$ cat src/rtl/load_store_unit_if.sv
// Pipeline-side request/response handshake of the load/store unit.
interface load_store_unit_if;
  logic        ReqValid;
  logic        ReqReady;
  logic        ReqWrite;
  logic [1:0]  ReqSize;
  logic        ReqSigned;
  logic [31:0] ReqAddr;
  logic [31:0] ReqWData;
  logic        RespValid;
  logic [31:0] RespRData;
  logic        Fault;

  modport master (
    output ReqValid, ReqWrite, ReqSize,
    output ReqSigned, ReqAddr, ReqWData,
    input  ReqReady, RespValid, RespRData, Fault
  );

  modport slave (
    input  ReqValid, ReqWrite, ReqSize,
    input  ReqSigned, ReqAddr, ReqWData,
    output ReqReady, RespValid, RespRData, Fault
  );
endinterface

$ cat src/rtl/load_store_unit.sv
// MEM-stage load/store unit driving a 1-cycle registered-read word memory.
// Define LSU_MISALIGN_TRAP_EN to trap misaligned half/word accesses.
module load_store_unit #(
  parameter int MEM_WORDS = 1024
) (
  input  logic               Clk,
  input  logic               Rst,
  load_store_unit_if.slave   Lsu,
  output logic [31:0]        MemAddress,
  output logic [31:0]        MemWriteData,
  output logic               MemWrite,
  output logic               MemRead,
  input  logic [31:0]        MemReadData
);

`ifdef LSU_MISALIGN_TRAP_EN
  localparam bit TrapEn = 1'b1;
`else
  localparam bit TrapEn = 1'b0;
`endif

  localparam int          AW      = $clog2(MEM_WORDS);
  localparam logic [31:0] IdxMask = (32'd1 << AW) - 32'd1;

  typedef enum logic [1:0] {
    IDLE,
    RD,
    RD_WAIT,
    WR
  } state_t;

  state_t      state;
  logic        wrL;
  logic        sgnL;
  logic [1:0]  sizeL;
  logic [1:0]  laneL;
  logic [31:0] wdL;
  logic        misal;

  assign misal =
    (Lsu.ReqSize == 2'b01 && Lsu.ReqAddr[0]) ||
    (Lsu.ReqSize[1] && Lsu.ReqAddr[1:0] != 2'b00);

  function automatic logic [31:0] extractLoad(
    input logic [31:0] w,
    input logic [1:0]  size,
    input logic [1:0]  lane,
    input logic        sgn
  );
    logic [7:0]  b;
    logic [15:0] h;
    logic [31:0] r;
    b = w[{lane, 3'b000} +: 8];
    h = w[{lane[1], 4'b0000} +: 16];
    unique case (1'b1)
      size == 2'b00: r = {{24{sgn & b[7]}}, b};
      size == 2'b01: r = {{16{sgn & h[15]}}, h};
      default:       r = w;
    endcase
    return r;
  endfunction

  function automatic logic [31:0] mergeStore(
    input logic [31:0] w,
    input logic [31:0] wd,
    input logic [1:0]  size,
    input logic [1:0]  lane
  );
    logic [31:0] r;
    r = w;
    unique case (1'b1)
      size == 2'b00: r[{lane, 3'b000} +: 8]    = wd[7:0];
      size == 2'b01: r[{lane[1], 4'b0000} +: 16] = wd[15:0];
      default:       r = wd;
    endcase
    return r;
  endfunction

  always_ff @(posedge Clk) begin
    if (Rst) begin
      state         <= IDLE;
      Lsu.ReqReady  <= 1'b1;
      Lsu.RespValid <= 1'b0;
      Lsu.Fault     <= 1'b0;
      Lsu.RespRData <= '0;
      MemWrite      <= 1'b0;
      MemRead       <= 1'b0;
      MemAddress    <= '0;
      MemWriteData  <= '0;
      wrL           <= 1'b0;
      sgnL          <= 1'b0;
      sizeL         <= '0;
      laneL         <= '0;
      wdL           <= '0;
    end else begin
      Lsu.RespValid <= 1'b0;
      Lsu.Fault     <= 1'b0;
      MemRead       <= 1'b0;
      MemWrite      <= 1'b0;
      unique case (state)
        IDLE: begin
          if (Lsu.ReqValid) begin
            wrL   <= Lsu.ReqWrite;
            sgnL  <= Lsu.ReqSigned;
            sizeL <= Lsu.ReqSize;
            laneL <= Lsu.ReqAddr[1:0];
            wdL   <= Lsu.ReqWData;
            if (TrapEn && misal) begin
              // Trap answers immediately without touching memory.
              Lsu.RespValid <= 1'b1;
              Lsu.Fault     <= 1'b1;
              Lsu.RespRData <= '0;
            end else begin
              Lsu.ReqReady <= 1'b0;
              MemAddress   <= {2'b00, Lsu.ReqAddr[31:2]} & IdxMask;
              if (Lsu.ReqWrite && Lsu.ReqSize[1]) begin
                state        <= WR;
                MemWrite     <= 1'b1;
                MemWriteData <= Lsu.ReqWData;
              end else begin
                state   <= RD;
                MemRead <= 1'b1;
              end
            end
          end
        end
        RD: state <= RD_WAIT;
        RD_WAIT: begin
          if (wrL) begin
            state        <= WR;
            MemWrite     <= 1'b1;
            MemWriteData <= mergeStore(MemReadData, wdL, sizeL, laneL);
          end else begin
            state         <= IDLE;
            Lsu.ReqReady  <= 1'b1;
            Lsu.RespValid <= 1'b1;
            Lsu.RespRData <= extractLoad(MemReadData, sizeL, laneL, sgnL);
          end
        end
        WR: begin
          state         <= IDLE;
          Lsu.ReqReady  <= 1'b1;
          Lsu.RespValid <= 1'b1;
          Lsu.RespRData <= '0;
        end
        default: state <= IDLE;
      endcase
    end
  end

endmodule

$ cat src/flat_wrapper.sv
// flat-port wrapper written by rule: the top's interface ports become plain ports
module load_store_unit_flat 
#(
  parameter int MEM_WORDS = 1024
)
  (Clk, Rst, MemAddress, MemWriteData, MemWrite, MemRead, MemReadData, Lsu_ReqValid, Lsu_ReqWrite, Lsu_ReqSize, Lsu_ReqSigned, Lsu_ReqAddr, Lsu_ReqWData, Lsu_ReqReady, Lsu_RespValid, Lsu_RespRData, Lsu_Fault);
  load_store_unit_if Lsu_i ();
  input  logic Clk;
  input  logic Rst;
  output logic [31:0] MemAddress;
  output logic [31:0] MemWriteData;
  output logic MemWrite;
  output logic MemRead;
  input  logic [31:0] MemReadData;
  input wire logic [$bits(Lsu_i.ReqValid)-1:0] Lsu_ReqValid;
  input wire logic [$bits(Lsu_i.ReqWrite)-1:0] Lsu_ReqWrite;
  input wire logic [$bits(Lsu_i.ReqSize)-1:0] Lsu_ReqSize;
  input wire logic [$bits(Lsu_i.ReqSigned)-1:0] Lsu_ReqSigned;
  input wire logic [$bits(Lsu_i.ReqAddr)-1:0] Lsu_ReqAddr;
  input wire logic [$bits(Lsu_i.ReqWData)-1:0] Lsu_ReqWData;
  output wire logic [$bits(Lsu_i.ReqReady)-1:0] Lsu_ReqReady;
  output wire logic [$bits(Lsu_i.RespValid)-1:0] Lsu_RespValid;
  output wire logic [$bits(Lsu_i.RespRData)-1:0] Lsu_RespRData;
  output wire logic [$bits(Lsu_i.Fault)-1:0] Lsu_Fault;
  assign Lsu_i.ReqValid = Lsu_ReqValid;
  assign Lsu_i.ReqWrite = Lsu_ReqWrite;
  assign Lsu_i.ReqSize = Lsu_ReqSize;
  assign Lsu_i.ReqSigned = Lsu_ReqSigned;
  assign Lsu_i.ReqAddr = Lsu_ReqAddr;
  assign Lsu_i.ReqWData = Lsu_ReqWData;
  assign Lsu_ReqReady = Lsu_i.ReqReady;
  assign Lsu_RespValid = Lsu_i.RespValid;
  assign Lsu_RespRData = Lsu_i.RespRData;
  assign Lsu_Fault = Lsu_i.Fault;
  load_store_unit #(.MEM_WORDS(MEM_WORDS)) u_core (.Clk(Clk), .Rst(Rst), .Lsu(Lsu_i), .MemAddress(MemAddress), .MemWriteData(MemWriteData), .MemWrite(MemWrite), .MemRead(MemRead), .MemReadData(MemReadData));
endmodule
$ cat config.mk
export PLATFORM = sky130hd
export DESIGN_NAME = load_store_unit_flat
export DESIGN_NICKNAME = d
export VERILOG_FILES = /design/src/rtl/load_store_unit_if.sv /design/src/rtl/load_store_unit.sv /design/src/flat_wrapper.sv
export SDC_FILE = /design/constraint.sdc
export NUM_CORES = 1
export LEC_CHECK = 0
export ABC_CLOCK_PERIOD_IN_PS = 2750
export CORE_UTILIZATION = 40
export CTS_CLUSTER_SIZE = 14
export DETAILED_ROUTE_END_ITERATION = 8
export GPL_TIMING_DRIVEN = 0
export HOLD_SLACK_MARGIN = 0.06
export PLACE_DENSITY = 0.72
export REMOVE_ABC_BUFFERS = 1
export SYNTH_ARGS = -nofsm -noshare
export SYNTH_HDL_FRONTEND = slang
export SYNTH_SLANG_ARGS = --single-unit
export TNS_END_PERCENT = 10
$ cat constraint.sdc
create_clock -name Clk -period 2.75 [get_ports Clk]
set_input_delay 0.4125 -clock Clk [delete_from_list [all_inputs] [get_ports Clk]]
set_output_delay 0.4125 -clock Clk [all_outputs]
set_load 0.02 [all_outputs]
After elaboration in Yosys (flattened, before gate mapping)
Index checks and enable logic that the tools add are counted.
Operators by class
  add/subtract/negate cells: 2
  equality and inequality tests: 8
  shift operators: 6
  multiplexer cells: 24
  bitwise logic cells: 4
  reductions and logical operators: 11
Operator list (number)
  32-bit case mux with 2 select lines: 4
  32-bit 2-to-1 mux: 4
  32-bit bitwise mux: 2
  16-bit by 7-bit variable shift with 32-bit output, first input constant: 1
  8-bit by 7-bit variable shift with 32-bit output, first input constant: 1
  16-bit by 7-bit indexed part select with 32-bit output: 1
  32-bit by 6-bit indexed part select with 16-bit output: 1
  32-bit by 6-bit indexed part select with 8-bit output: 1
  8-bit by 7-bit indexed part select with 32-bit output: 1
  5-bit negation with 7-bit output: 2
  2-bit case mux with 4 select lines: 1
  1-bit 2-to-1 mux: 7
  2-bit 2-to-1 mux: 3
  2-bit by 1-bit equality test with 1-bit output, second input constant: 2
  2-bit equality test, second input constant: 2
  2-bit logical NOT: 2
  2-bit by 1-bit != test with 1-bit output, second input constant: 2
  2-bit != test, second input constant: 2
  1-bit case mux with 2 select lines: 2
  2-bit AND reduction: 2
  4-bit AND reduction: 1
  2-bit nonzero test: 2
  1-bit case mux with 3 select lines: 1
  3-bit AND reduction: 1
  5 further kinds: 7
Word-level totals
  bits in registers: 118
  input bits: 103
  output and inout port bits: 101
  logic and storage cells: 68

Depth between registers and ports, before layout
  word-level depth: 6
  gate-level depth with buffers: 10
  mapped depth without buffers: 6

Worst setup path after synthesis
OpenSTA, ideal clock, no wires.
  path type: flip-flop to flip-flop
  start: reg u_core.laneL[1]
  end: reg u_core.MemWriteData[0]
  library setup time: 0.123 ns
  data arrival time: 2.131 ns
  data required time: 2.627 ns
  setup slack: 0.495 ns
  cell stages (with the launch flop): 10
  cell sequence: dfxtp_1 buf_2 buf_2 inv_1 ha_1 clkbuf_1 nor2_1 a211o_1 a221oi_1 o2bb2ai_1
Between the ends
  longest elaborated chain between the ends: 6
  elaborated cells between the ends (all ways): 11
Ends and longest elaborated chain
  start, declared: RTL line load_store_unit.sv:36  | logic [1:0] laneL;
  start signal, assigned: RTL line load_store_unit.sv:106  | laneL <= Lsu.ReqAddr[1:0];
  5-bit negation with 7-bit output, on equally long branches: RTL line load_store_unit.sv:73, load_store_unit.sv:72
  16-bit by 7-bit indexed part select with 32-bit output, or another cell as far along: RTL line load_store_unit.sv:73  | size == 2'b01: r[{lane[1], 4'b0000} +: 16] = wd[15:0];
  32-bit bitwise mux, on equally long branches: RTL line load_store_unit.sv:73, load_store_unit.sv:72
  32-bit case mux with 2 select lines (*): RTL line load_store_unit.sv:71  | unique case (1'b1)
  32-bit 2-to-1 mux (*): RTL line load_store_unit.sv:129  | if (wrL) begin
  32-bit case mux with 2 select lines (*): RTL line load_store_unit.sv:100  | unique case (state)
  end signal, assigned: RTL line load_store_unit.sv:119  | MemWriteData <= Lsu.ReqWData;
  end signal, assigned: RTL line load_store_unit.sv:132  | MemWriteData <= mergeStore(MemReadData, wdL, sizeL, laneL);
  end, declared: RTL line load_store_unit.sv:10  | output logic [31:0] MemWriteData,
Mark *: on every way between the ends. The rest lies on a longest branch, timed or not. The select of a mux whose other input is x is not followed.
A chain may end at the register's enable or synchronous reset.

Final worst setup path
  start: reg u_core.laneL[1]
  end: reg u_core.MemWriteData[2]
Same word-level chain as after synthesis.

==> metrics <==
CTS max path bufs=2; setup bufs post-CTS=0; CTS clock-pin slew for the worst setup and hold paths=0.05 ns; dpl hpwl=between 10000 and 15000 µm; CTS sink count=around 120; area delta synth->final=37.3%; min-delay src=Rst; Chip Height=123 µm; R2R setup slack=~0.17 ns; initial antenna violation count=0; maximum vdd drop=around 0.00038 V; min-delay worst type=input port to flop; vias in the first global route=5646; Synth async-reset ratio=0%; final period demand of the worst path=around 2.6 ns; PortBufs=160; Cell Area, Synth=5900 µm²; hold path endpoint=u_core.MemAddress[3]; Routed Antenna Nets=0; Synth cell types=49; Crit Path Max Fanout=37; gr usage total=~26%; final period utilization=93.8%; Startpoint Class=flop; fin nets=886; Mapped Cells=around 650; vias post-DR=approximately 5700; combinational share of power=about a fifth; setup ws final=0.170 ns; largest net degree at the start of global routing=48; Max-Cap Viols=0; post-layout util=56.0%; sw frac=28.5%; P_sw=~0.0014 W; ys flop type=dfxtp_1; status=finished, final reports clean; initial core utilization=40.8%; Leakage=2.87 nW; PD cells=622 nW/µm²; Final setup viols=0; CP arrival=roughly 2.9 ns; Die Wd=123 µm; Seq/Total Area, Yosys=approximately two fifths; routed vias/inst=slightly below 6; worst slack, placed=-0.125 ns; n_diodes=0; post-CTS sizing=2; DRC Markers=0; first-pass GRT wire length=29800 µm; CTS tree=done; slew of the pin with the lowest slew margin=1.34 ns; Hold WS=0.324 ns; initial DRC count=551; Hold Buf Count CTS=0; Slew HR=10.8%; clock skew=0.00661 ns; WL/cell=19.8 µm; CP endpoint kind=flop; Top Ports=around 200; synthesized area per cell=between 9 and 10 µm²; P_int=0.00361 W; r2r endpoint=u_core.MemWriteData[2]; WL final=between 15000 and 20000 µm; CORE AREA=roughly 14000 µm²; routability cong.=0.828; grt ovf=0; final hold vios=0; Pins Over Slew Limit=0; Root Driver=clkbuf_16; number of synthesized flops with an enable pin=0; setup TNS=0 ns; hold path depth=2; crit path kind=flop to flop; Ys Warns=0; RR Startpoint=u_core.laneL[1]; reg2reg path depth=7; Num CTS Buffers=17; fmax=approximately 390 MHz; Clock Latency Late Sink=0.42 ns; Seq pwr share=38.0%; Die Area=15200 µm²; layout cells sized above 1=a little under an eighth; CP required=3.04 ns; Synth Register Bits=118; row count=44; drt pass-1 iters=5; H-Tree Depth=4; Clk network pwr share=approximately two fifths; RSZ-0062 raised after global routing=no
## flip-flops by register name, indices dropped and copies added (netlist names), 2 cells and up
signal / flops
u_core.MemAddress: 10
u_core.wdL: 32
u_core.laneL: 2
u_core.sizeL: 2
u_core.state: 2
u_core.Lsu.RespRData: 32
u_core.MemWriteData: 32
## power by group through the flow
stage / combinational (W) / clock, W / sequential, W
after detailed placement: 0.000998 / 0 / 0.00195
after CTS: 0.00101 / 0.00214 / 0.00191
after global routing: 0.00109 / 0.00222 / 0.00193
final: 0.00101 / 0.00211 / 0.00192
after floorplan: 0.000440 / 0 / 0.00200
after global placement: 0.000913 / 0 / 0.00196
## cell families after synthesis
logic type	synth area share (%)
compound gates	30.6
fa+ha+maj	1.06
buf+inv	8.29
flops	40.0
mux	6.81
other cells	0.0635
simple gates	13.2
## routing by layer
layer | vias up | GRT usage (%) | share of wire (%)
li1 | 2674 | - | -
met1 | 2717 | 34.5 | 43
met2 | 301 | 40.7 | 47
met3 | 37 | 5.67 | 7.7
met4 | 0 | 10.2 | 2.1
met5 | - | 0 | 0
## worst max path at each step
stage,startpoint,to,cells after the start
6_report,u_core.laneL[1],u_core.MemWriteData[2],7
3_5_place_dp,u_core.sizeL[0],u_core.MemWriteData[23],3
4_1_cts,u_core.sizeL[0],u_core.MemWriteData[2],4
3_3_place_gp,Rst,u_core.Lsu.RespRData[19],3
2_1_floorplan,u_core.laneL[1],u_core.MemWriteData[0],6
5_1_grt,u_core.laneL[1],u_core.MemWriteData[2],7
## cell usage after synthesis, types with 2 or more instances
| master | n | area [µm²] |
|---|---|---|
| a41oi_1 | 8 | 70.1 |
| nor2b_1 | 8 | 50.1 |
| o21ai_1 | 4 | 20.0 |
| nand2b_1 | 5 | 31.3 |
| buf_1 | 5 | 18.8 |
| o21ai_0 | 53 | 265 |
| nand3_1 | 3 | 15.0 |
| a21oi_1 | 50 | 250 |
| o22ai_1 | 5 | 31.3 |
| buf_6 | 4 | 45.0 |
| nand2_1 | 101 | 379 |
| nor3_2 | 3 | 30.0 |
| buf_4 | 25 | 188 |
| ha_1 | 5 | 62.6 |
| buf_2 | 19 | 95.1 |
| inv_1 | 5 | 18.8 |
| a221oi_1 | 33 | 289 |
| a221o_1 | 32 | 320 |
| dfxtp_1 | 118 | 2360 |
| clkbuf_1 | 33 | 124 |
| a22o_1 | 2 | 17.5 |
| nor2_1 | 12 | 45.0 |
| a222oi_1 | 2 | 20.0 |
| o2bb2ai_1 | 47 | 412 |
| a21o_1 | 5 | 37.5 |
| nand4_1 | 8 | 50.1 |
| nor4b_4 | 2 | 47.6 |
| mux2i_1 | 3 | 30.0 |
| mux2_2 | 23 | 259 |
| mux4_2 | 5 | 113 |
| and3_1 | 8 | 50.1 |
## placed cells by master (no fill, tap or decap), drive strengths merged, types with 2 or more instances in the layout
| cell | instances |
|---|---|
| nand3 | 3 |
| and3 | 8 |
| bufinv | 2 |
| nor2 | 12 |
| a221oi | 33 |
| dfxtp | 118 |
| a21o | 5 |
| ha | 5 |
| nor3 | 4 |
| nor2b | 8 |
| nand2b | 5 |
| conb | 23 |
| a21oi | 51 |
| nor4b | 3 |
| a41oi | 8 |
| mux4 | 5 |
| inv | 5 |
| nand4 | 8 |
| a222oi | 2 |
| a21boi | 2 |
| clkinv | 8 |
| clkdlybuf4s50 | 159 |
| buf | 10 |
| o2bb2ai | 48 |
| nand2 | 101 |
| mux2i | 3 |
| o22ai | 5 |
| mux2 | 23 |
| a22o | 2 |
| or2 | 2 |
| o21ai | 58 |
| clkbuf | 21 |
| a221o | 32 |
## stage by stage
step	total power, W	instances	cell area (µm²)
4_1_cts	0.00506	975	8100
3_5_place_dp	0.00295	943	7540
6_report	0.00504	975	8110
3_3_place_gp	0.00288	934	7350
2_1_floorplan	0.00244	590	5510
5_1_grt	0.00524	975	8110
## area by class of cell
| type | count | area [µm²] |
|---|---|---|
| Clock buffer | 21 | 450 |
| Clock inverter | 11 | 108 |
| Fill cell | 1270 | 6370 |
| Inverter | 5 | 18.8 |
| Multi-Input combinational cell | 467 | 3150 |
| Sequential cell | 118 | 2370 |
| Tap cell | 184 | 230 |
| Timing Repair Buffer | 169 | 1780 |
## critical path, stage by stage (launching register included)
cell,delay (ns)
dfxtp_2,0.49
buf_12,0.25
inv_1,0.13
ha_2,0.47
nor2_1,0.07
a211o_1,0.43
a221oi_1,0.45
o2bb2ai_1,0.13
No activity file was read; power rests on OpenSTA's default activity.
